`config.mk`:
```
export PLATFORM = sky130hd
export DESIGN_NAME = fpnew_hub_slice_out_buffer
export DESIGN_NICKNAME = d
export VERILOG_FILES = /design/src/rtl/fpnew_pkg.sv /design/src/rtl/fpnew_hub_slice_out_buffer.sv
export SDC_FILE = /design/constraint.sdc
export NUM_CORES = 1
export LEC_CHECK = 0
export BUFFER_PORTS_ARGS = -buffer_cell sky130_fd_sc_hd__buf_2
export CAP_MARGIN = 5
export CORE_ASPECT_RATIO = 2
export CORE_MARGIN = 2
export CORE_UTILIZATION = 35
export DETAILED_ROUTE_END_ITERATION = 7
export PLACE_DENSITY_LB_ADDON = 0.12
export RECOVER_POWER = 100
export SETUP_SLACK_MARGIN = 0.15
export SYNTH_ARGS = -nofsm -noshare
export SYNTH_HDL_FRONTEND = slang
export SYNTH_SLANG_ARGS = --single-unit
```
`constraint.sdc`:
```
create_clock -name clk_i -period 9.8 [get_ports clk_i]
set_input_delay 1.96 -clock clk_i [delete_from_list [all_inputs] [get_ports clk_i]]
set_output_delay 1.96 -clock clk_i [all_outputs]
set_load 0.01 [all_outputs]
```
`src/rtl/fpnew_pkg.sv`:
```
// Shared FPnew types used by the HUB slice output path.
// Only the IEEE status flag bundle is needed here.
package fpnew_pkg;

  typedef struct packed {
    logic NV;
    logic DZ;
    logic OF;
    logic UF;
    logic NX;
  } status_t;

endpackage

```
`src/rtl/fpnew_hub_slice_out_buffer.sv`:
```
// Output decoupling FIFO behind a combinational HUB slice: registered valid/ready
// on both sides plus a sticky accumulation of the status flags of every popped result.
module fpnew_hub_slice_out_buffer
  import fpnew_pkg::*;
#(
  parameter int unsigned Width   = 32,
  parameter int unsigned Depth   = 2,
  parameter type         TagType = logic
) (
  input  logic             clk_i,
  input  logic             rst_ni,
  input  logic             in_valid_i,
  output logic             in_ready_o,
  input  logic [Width-1:0] result_i,
  input  status_t          status_i,
  input  logic             extension_bit_i,
  input  TagType           tag_i,
  input  logic             flush_i,
  output logic             out_valid_o,
  input  logic             out_ready_i,
  output logic [Width-1:0] result_o,
  output status_t          status_o,
  output logic             extension_bit_o,
  output TagType           tag_o,
  output status_t          status_acc_o,
  input  logic             clear_status_i,
  output logic             busy_o
);

  localparam int unsigned PtrWidth = (Depth > 1) ? $clog2(Depth) : 1;
  localparam int unsigned CntWidth = $clog2(Depth + 1);
  localparam logic [PtrWidth-1:0] LastPtr = PtrWidth'(Depth - 1);
  localparam logic [CntWidth-1:0] FullCnt = CntWidth'(Depth);

  typedef struct packed {
    logic [Width-1:0] result;
    status_t          status;
    logic             ext;
    TagType           tag;
  } entry_t;

  entry_t              storage_q [Depth];
  logic [PtrWidth-1:0] rd_ptr_q, rd_ptr_d;
  logic [PtrWidth-1:0] wr_ptr_q, wr_ptr_d;
  logic [CntWidth-1:0] count_q, count_d;
  status_t             status_acc_q, status_acc_d;
  logic                push, pop;
  entry_t              head;

  // Pointers wrap at Depth-1 so non-power-of-two depths work.
  function automatic logic [PtrWidth-1:0] incPtr(input logic [PtrWidth-1:0] ptr);
    return (ptr == LastPtr) ? '0 : ptr + 1'b1;
  endfunction

  assign in_ready_o  = (count_q != FullCnt);
  assign out_valid_o = (count_q != '0);
  assign busy_o      = out_valid_o;
  assign push        = in_valid_i & in_ready_o;
  assign pop         = out_valid_o & out_ready_i;

  // Head payload is forced to zero while nothing is stored.
  assign head            = out_valid_o ? storage_q[rd_ptr_q] : '0;
  assign result_o        = head.result;
  assign status_o        = head.status;
  assign extension_bit_o = head.ext;
  assign tag_o           = head.tag;
  assign status_acc_o    = status_acc_q;

  always_comb begin
    rd_ptr_d     = rd_ptr_q;
    wr_ptr_d     = wr_ptr_q;
    count_d      = count_q;
    status_acc_d = (clear_status_i ? status_t'('0) : status_acc_q)
                 | (pop ? head.status : status_t'('0));
    if (pop)  rd_ptr_d = incPtr(rd_ptr_q);
    if (push) wr_ptr_d = incPtr(wr_ptr_q);
    case ({push, pop})
      2'b10:   count_d = count_q + CntWidth'(1);
      2'b01:   count_d = count_q - CntWidth'(1);
      default: count_d = count_q;
    endcase
    // A flush still lets a same-cycle pop contribute its flags.
    if (flush_i) begin
      rd_ptr_d = '0;
      wr_ptr_d = '0;
      count_d  = '0;
    end
  end

  always_ff @(posedge clk_i or negedge rst_ni) begin
    if (!rst_ni) begin
      rd_ptr_q     <= '0;
      wr_ptr_q     <= '0;
      count_q      <= '0;
      status_acc_q <= '0;
    end else begin
      rd_ptr_q     <= rd_ptr_d;
      wr_ptr_q     <= wr_ptr_d;
      count_q      <= count_d;
      status_acc_q <= status_acc_d;
    end
  end

  always_ff @(posedge clk_i) begin
    if (push && !flush_i) begin
      storage_q[wr_ptr_q] <= '{result: result_i, status: status_i,
                               ext: extension_bit_i, tag: tag_i};
    end
  end

endmodule

```
==> out/results.txt, run 1 <==
Via density: 4.752
WP data required: 7.84 ns
Initial DRC Count: 123
fin crit share: 54.02%
H-tree depth: 3
synthesized area per cell: 16.40 um^2
Slew @ Worst Pin: 2.807 ns
total CTS buffers: 9
hold path startpoint: status_acc_o[3]
xor/xnor cell area share of the yosys netlist: 0.2605%
n_diodes: 0
fill count: 897
largest family of logic cells by synthesized area: multiplexers
reg2reg setup slack: 6.61 ns
synth unique cells: 24
worst path bufs/invs: 1
final hold vios: 0
CTS resizes: 0
Worst R2R Start: count_q[0]
port bufs: 91
area occupied by registers: 2569 um^2
CP Max Fanout: 41
Hold Path Stages: 1
headroom to the max-slew limit: -87.81%
number of global-route vias before repair: 2066
wire per inst: 15.48 um
Antenna Violating Nets Remaining: 0
Synth Register Bits: 87
post-synthesis compound-gate area fraction: 2.456%
die height: 142.6 um
Remaining DRCs: 0
Placed Area: 3904 um^2
Synth Instances: 205
CP peak stage delay: 2.09 ns
CTS root buf: clkbuf_16
multi-input logic area: 694.4 um^2
setup bufs post-CTS: 0
setup ws final: 4.506 ns
WL final: 6315 um
startpoint types: flop
Mapped Area: 3362 um^2
register area share after synthesis: 76.37%
Reg2Reg Depth: 3
Routability Congestion: 0.7318
Crit Path Category: reg2out
# IOs: 92
worst hold path endpoint: status_acc_o[3]
critical-path cell list: nor2_1 > nor2_1 > clkbuf_1
Layout area overhead: 22.03%
Nets: 344
TritonCTS clock tree: yes
CP arrival: 3.33 ns
clock-pin transition on the worst setup and hold timing paths: 0.06 ns
Worst Setup SP: count_q[0]
RSZ-0062 raised after global routing: no
CTS Sinks: 87
Max rail drop VDD: 0.0001093 V
Post-Synth Adder-Cell Area: 0%
first-pass iteration count of the detailed router: 5
number of synthesis warnings: 0
Initial Util: 35.83%
pre-CTS setup slack: 6.166 ns
Die ar.: 10450 um^2
status: finished with violations
final setup fails: 0
Cell Pwr Density: 207.3 nW/um^2
fin. max-slew vios: 122
row cnt: 50
maximum clock rate: 188.9 MHz
largest net degree at the start of global routing: 42
via count: 1939
die width: 73.30 um
violated checks: max-capacitance violations, max-slew violations
Hold Path Class: reg2reg
CTS Hold Bufs: 0
Total Power: 0.8504 mW
gr usage total: 12.87%
minimum clock period: 5.294 ns
share of cells above drive strength 1: 13.49%
grt ovf: 0
Core Region: 9384 um^2
FF-to-FF End: status_acc_o[2]
first-pass GRT wire length: 9777 um
fin area: 4103 um^2
CP endpoint kind: output port
family with the most delay on the worst path: simple AND/OR/NAND/NOR gates
CP max stage cell: nor2_1
antenna violations before repair: 0
Layout Skew: 0.003300 ns
most frequent cell on the critical path: nor2_1
syn_nets: 250
mux share of post-synthesis cell area: 11.61%
Clk Latency, worst-skew pair: 0.33 ns
P_leak: 1.412 nW
cell count along the critical path: 3
Post-Synth Simple-Gate Area: 6.401%
setup TNS: 0 ns
max cap viols: 3
CTS Buffer Depth: 2
[per-stage QoR]
step | hold WS (ns) | util [%] | cells
global route | 0.5325 | 43.72 | 408
finish | 0.5116 | 43.72 | 408
detailed placement | 0.5006 | 41.60 | 392
global placement | 0.4898 | 41.60 | 392
floorplan | 0.5295 | - | 205
CTS | 0.5145 | 44.87 | 408
[cell families after synthesis]
family                    count (synthesis)
AOI/OAI and AO/OA                        12
DFF                                      87
muxes                                    39
xor gates and xnor gates                  1
and+or+nand+nor                          51
buffers and inverters                    15
[metal layers]
layer	GRT usage, %	up-vias	part of all wire, %
met5	0	-	0
met4	6.890	0	1.9
met3	3.116	8	4.7
met2	24.37	53	56
met1	12.03	935	37
li1	-	943	-
[layout make-up]
class / instances / share of cell area [%]
inverters: 4 / 0.3660
clock buffers: 12 / 5.764
flip-flops and latches: 87 / 62.61
repair buffers: 94 / 9.454
well taps: 104 / 3.172
multi-input cells: 103 / 16.93
clock inverters: 4 / 1.708
[sequential cells by signal (all words and copies together) (netlist names)]
signal and cells:
rd_ptr_q 1, wr_ptr_q 1, status_acc_o 5, storage_q 78
count_q 2
[placed cells by master (no fill, tap or decap), drive strengths merged]
cell,count
a22o,5
dfrtp,9
nand3b,1
or4b,1
or3,1
a31oi,1
inv,4
o21ai,3
a21oi,2
nand2,2
nand3,1
nor3,1
a22oi,1
clkbuf,80
xor2,1
nor2,42
nor3b,1
buf,26
bufinv,2
clkinv,2
mux2i,39
edfxtp,78
nor2b,1
[worst max path at each step]
| stage | endpoint |
|---|---|
| 2_1_floorplan | storage_q[1][0] |
| 3_3_place_gp | extension_bit_o |
| 3_5_place_dp | extension_bit_o |
| 4_1_cts | extension_bit_o |
| 5_1_grt | status_o[2] |
| 6_report | status_o[3] |
[synthesized netlist by cell type (all sizes together)]
master,n,area [um^2]
edfxtp,78,2342
nor2,42,160.2
mux2i,39,390.4
buf,11,82.58
dfrtp,9,225.2
a22o,5,43.79
inv,4,15.01
o21ai,3,15.01
a21oi,2,10.01
nand2,2,7.510
a22oi,1,7.510
a31oi,1,6.260
nand3,1,5.000
nand3b,1,7.510
nor2b,1,6.260
nor3,1,5.000
nor3b,1,7.510
or3,1,6.260
or4b,1,10.01
xor2,1,8.760
[report_power, final]
group	total, mW	internal [mW]	switching, mW
clock network	0.347	0.222	0.124
logic	0.0775	0.0286	0.0488
registers	0.426	0.422	0.00445
Power figures use the tool's default switching activity.
==> inputs of run 2 (changes only) <==
- clock period: 9.8 -> 4.35 ns (I/O delays scaled with it)
==> run 2 against run 1 <==
Against the previous run:
- clock power is 110% higher
- total power is 120% higher
- via count is 1.1% lower
- the flow still finishes with violations (max-capacitance violations, max-slew violations)
- sequential power is 130% higher
- hold slack worse by 0.037 ns
- combinational power is 110% higher
==> out/results.txt, run 2 (synthesized netlist as in run 1, its figures left out) <==
Clk pwr share: 39.1%
CP endpoint kind: output port
Placed Area: 3910 um^2
n_diodes: 0
register share of total power: 52.1%
Cell Int Power: 1.456 mW
Layout Skew: 0.005011 ns
via count: 1918
CTS root buf: clkbuf_16
fill count: 904
setup bufs post-CTS: 0
sw power: 0.4065 mW
wire per inst: 15.40 um
fin area: 4099 um^2
Top reg by flops: storage_q
Nets: 344
Layout area overhead: 21.92%
Antenna Violating Nets Remaining: 0
RSZ-0062 raised after global routing: no
maximum clock rate: 289.4 MHz
CTS Sinks: 87
Routability Congestion: 0.7333
Cell Pwr Density: 454.3 nW/um^2
setup TNS: 0 ns
Initial DRC Count: 86
CP arrival: 2.59 ns
Crit Path Category: reg2out
TritonCTS clock tree: yes
die height: 142.6 um
H-tree depth: 3
share of cells above drive strength 1: 14.14%
final hold vios: 0
Core Region: 9384 um^2
Combinational Power Share: 8.8%
Total Power: 1.862 mW
CTS Hold Bufs: 0
DP HPWL: 4131 um
worst hold margin: 0.4744 ns
largest net degree at the start of global routing: 42
minimum clock period: 3.455 ns
grt ovf: 0
die width: 73.30 um
# IOs: 92
headroom to the max-slew limit: -51.15%
Die ar.: 10450 um^2
WL final: 6284 um
final core occ: 43.68%
first-pass GRT wire length: 9418 um
final setup fails: 0
most common cell after layout, fill and taps aside: edfxtp_1
Initial Util: 35.83%
clock-pin transition on the worst setup and hold timing paths: 0.06 ns
row cnt: 50
Hold Path Class: in2async
total CTS buffers: 9
switching share of power: 21.83%
most frequent cells in the layout: 78 x edfxtp_1, 66 x clkbuf_1, 41 x nor2_1, 39 x mux2i_1, 27 x buf_2
port bufs: 91
WP data required: 3.48 ns
violated checks: max-capacitance violations, max-slew violations
Via density: 4.701
number of global-route vias before repair: 1973
CP Max Fanout: 27
status: finished with violations
Largest register FFs: 78
CTS Buffer Depth: 2
fin crit share: 79.44%
P_leak: 1.410 nW
max cap viols: 2
startpoint types: flop
gr usage total: 12.53%
CTS resizes: 0
first-pass iteration count of the detailed router: 4
Clk Latency, worst-skew pair: 0.33 ns
Max rail drop VDD: 0.0003074 V
Slew @ Worst Pin: 2.267 ns
Remaining DRCs: 0
antenna violations before repair: 0
fin. max-slew vios: 56
run 2: cell count changes in the layout (fill, tap and decap cells not counted), sizes merged:
| cell | delta |
|---|---|
| bufinv | -1 |
| clkbuf | -5 |
| buf | +3 |
| clkinvlp | +2 |
| clkinv | +1 |
run 2: per-stage QoR:
step,setup WS (ns),std cells
final,0.8945,408
after CTS,1.268,408
after floorplan,0.2383,205
after global routing,0.6623,408
after detailed placement,1.636,392
after global placement,1.618,392
run 2: layout make-up:
type	instances	area (um^2)	share of cell area [%]
clock buffers	10	229.0	5.586
repair buffers	94	394.1	9.615
well taps	104	130.1	3.175
inverters	4	15.01	0.3663
flip-flops and latches	87	2567	62.64
multi-input cells	103	701.9	17.12
clock inverters	6	61.31	1.496
run 2: metal layers:
| metal | track usage (%) | part of all wire, % | vias to the layer above |
|---|---|---|---|
| met1 | 12.66 | 36 | 909 |
| met2 | 22.48 | 56 | 56 |
| met3 | 4.391 | 5.7 | 8 |
| met4 | 5.455 | 2.0 | 0 |
| met5 | 0 | 0 | - |
| li1 | - | - | 945 |
run 2: worst paths after layout:
| check | from | endpoint | slack (ns) | depth (start not counted) |
|---|---|---|---|---|
| worst min register to register | status_acc_o[4] | status_acc_o[4] | 0.51 | 1 |
| worst min-delay path | rst_ni | status_acc_o[2] | 0.47 | 1 |
| worst max-delay path | rd_ptr_q | result_o[12] | 0.89 | 4 |
| min in group clk_i | status_acc_o[4] | status_acc_o[4] | 0.51 | 1 |
| max in group asynchronous | rst_ni | count_q[1] | 3.53 | 1 |
| worst max register to register | count_q[1] | storage_q[1][15] | 0.99 | 5 |
run 2: worst max-delay path, cell delays in order, from the launching register on:
cell and delay, ns:
dfrtp_1 1.30, buf_4 0.45, mux2i_1 0.27, nor2_1 0.06
clkbuf_1 0.17
run 2: power groups by stage:
stage               logic, mW  clock network [mW]  registers [mW]
CTS                     0.181               0.751           0.971
floorplan               0.113                   0           0.978
global placement        0.179                   0           0.987
finish                  0.164               0.727           0.971
global route            0.183               0.788           0.975
detailed placement      0.180                   0           0.988
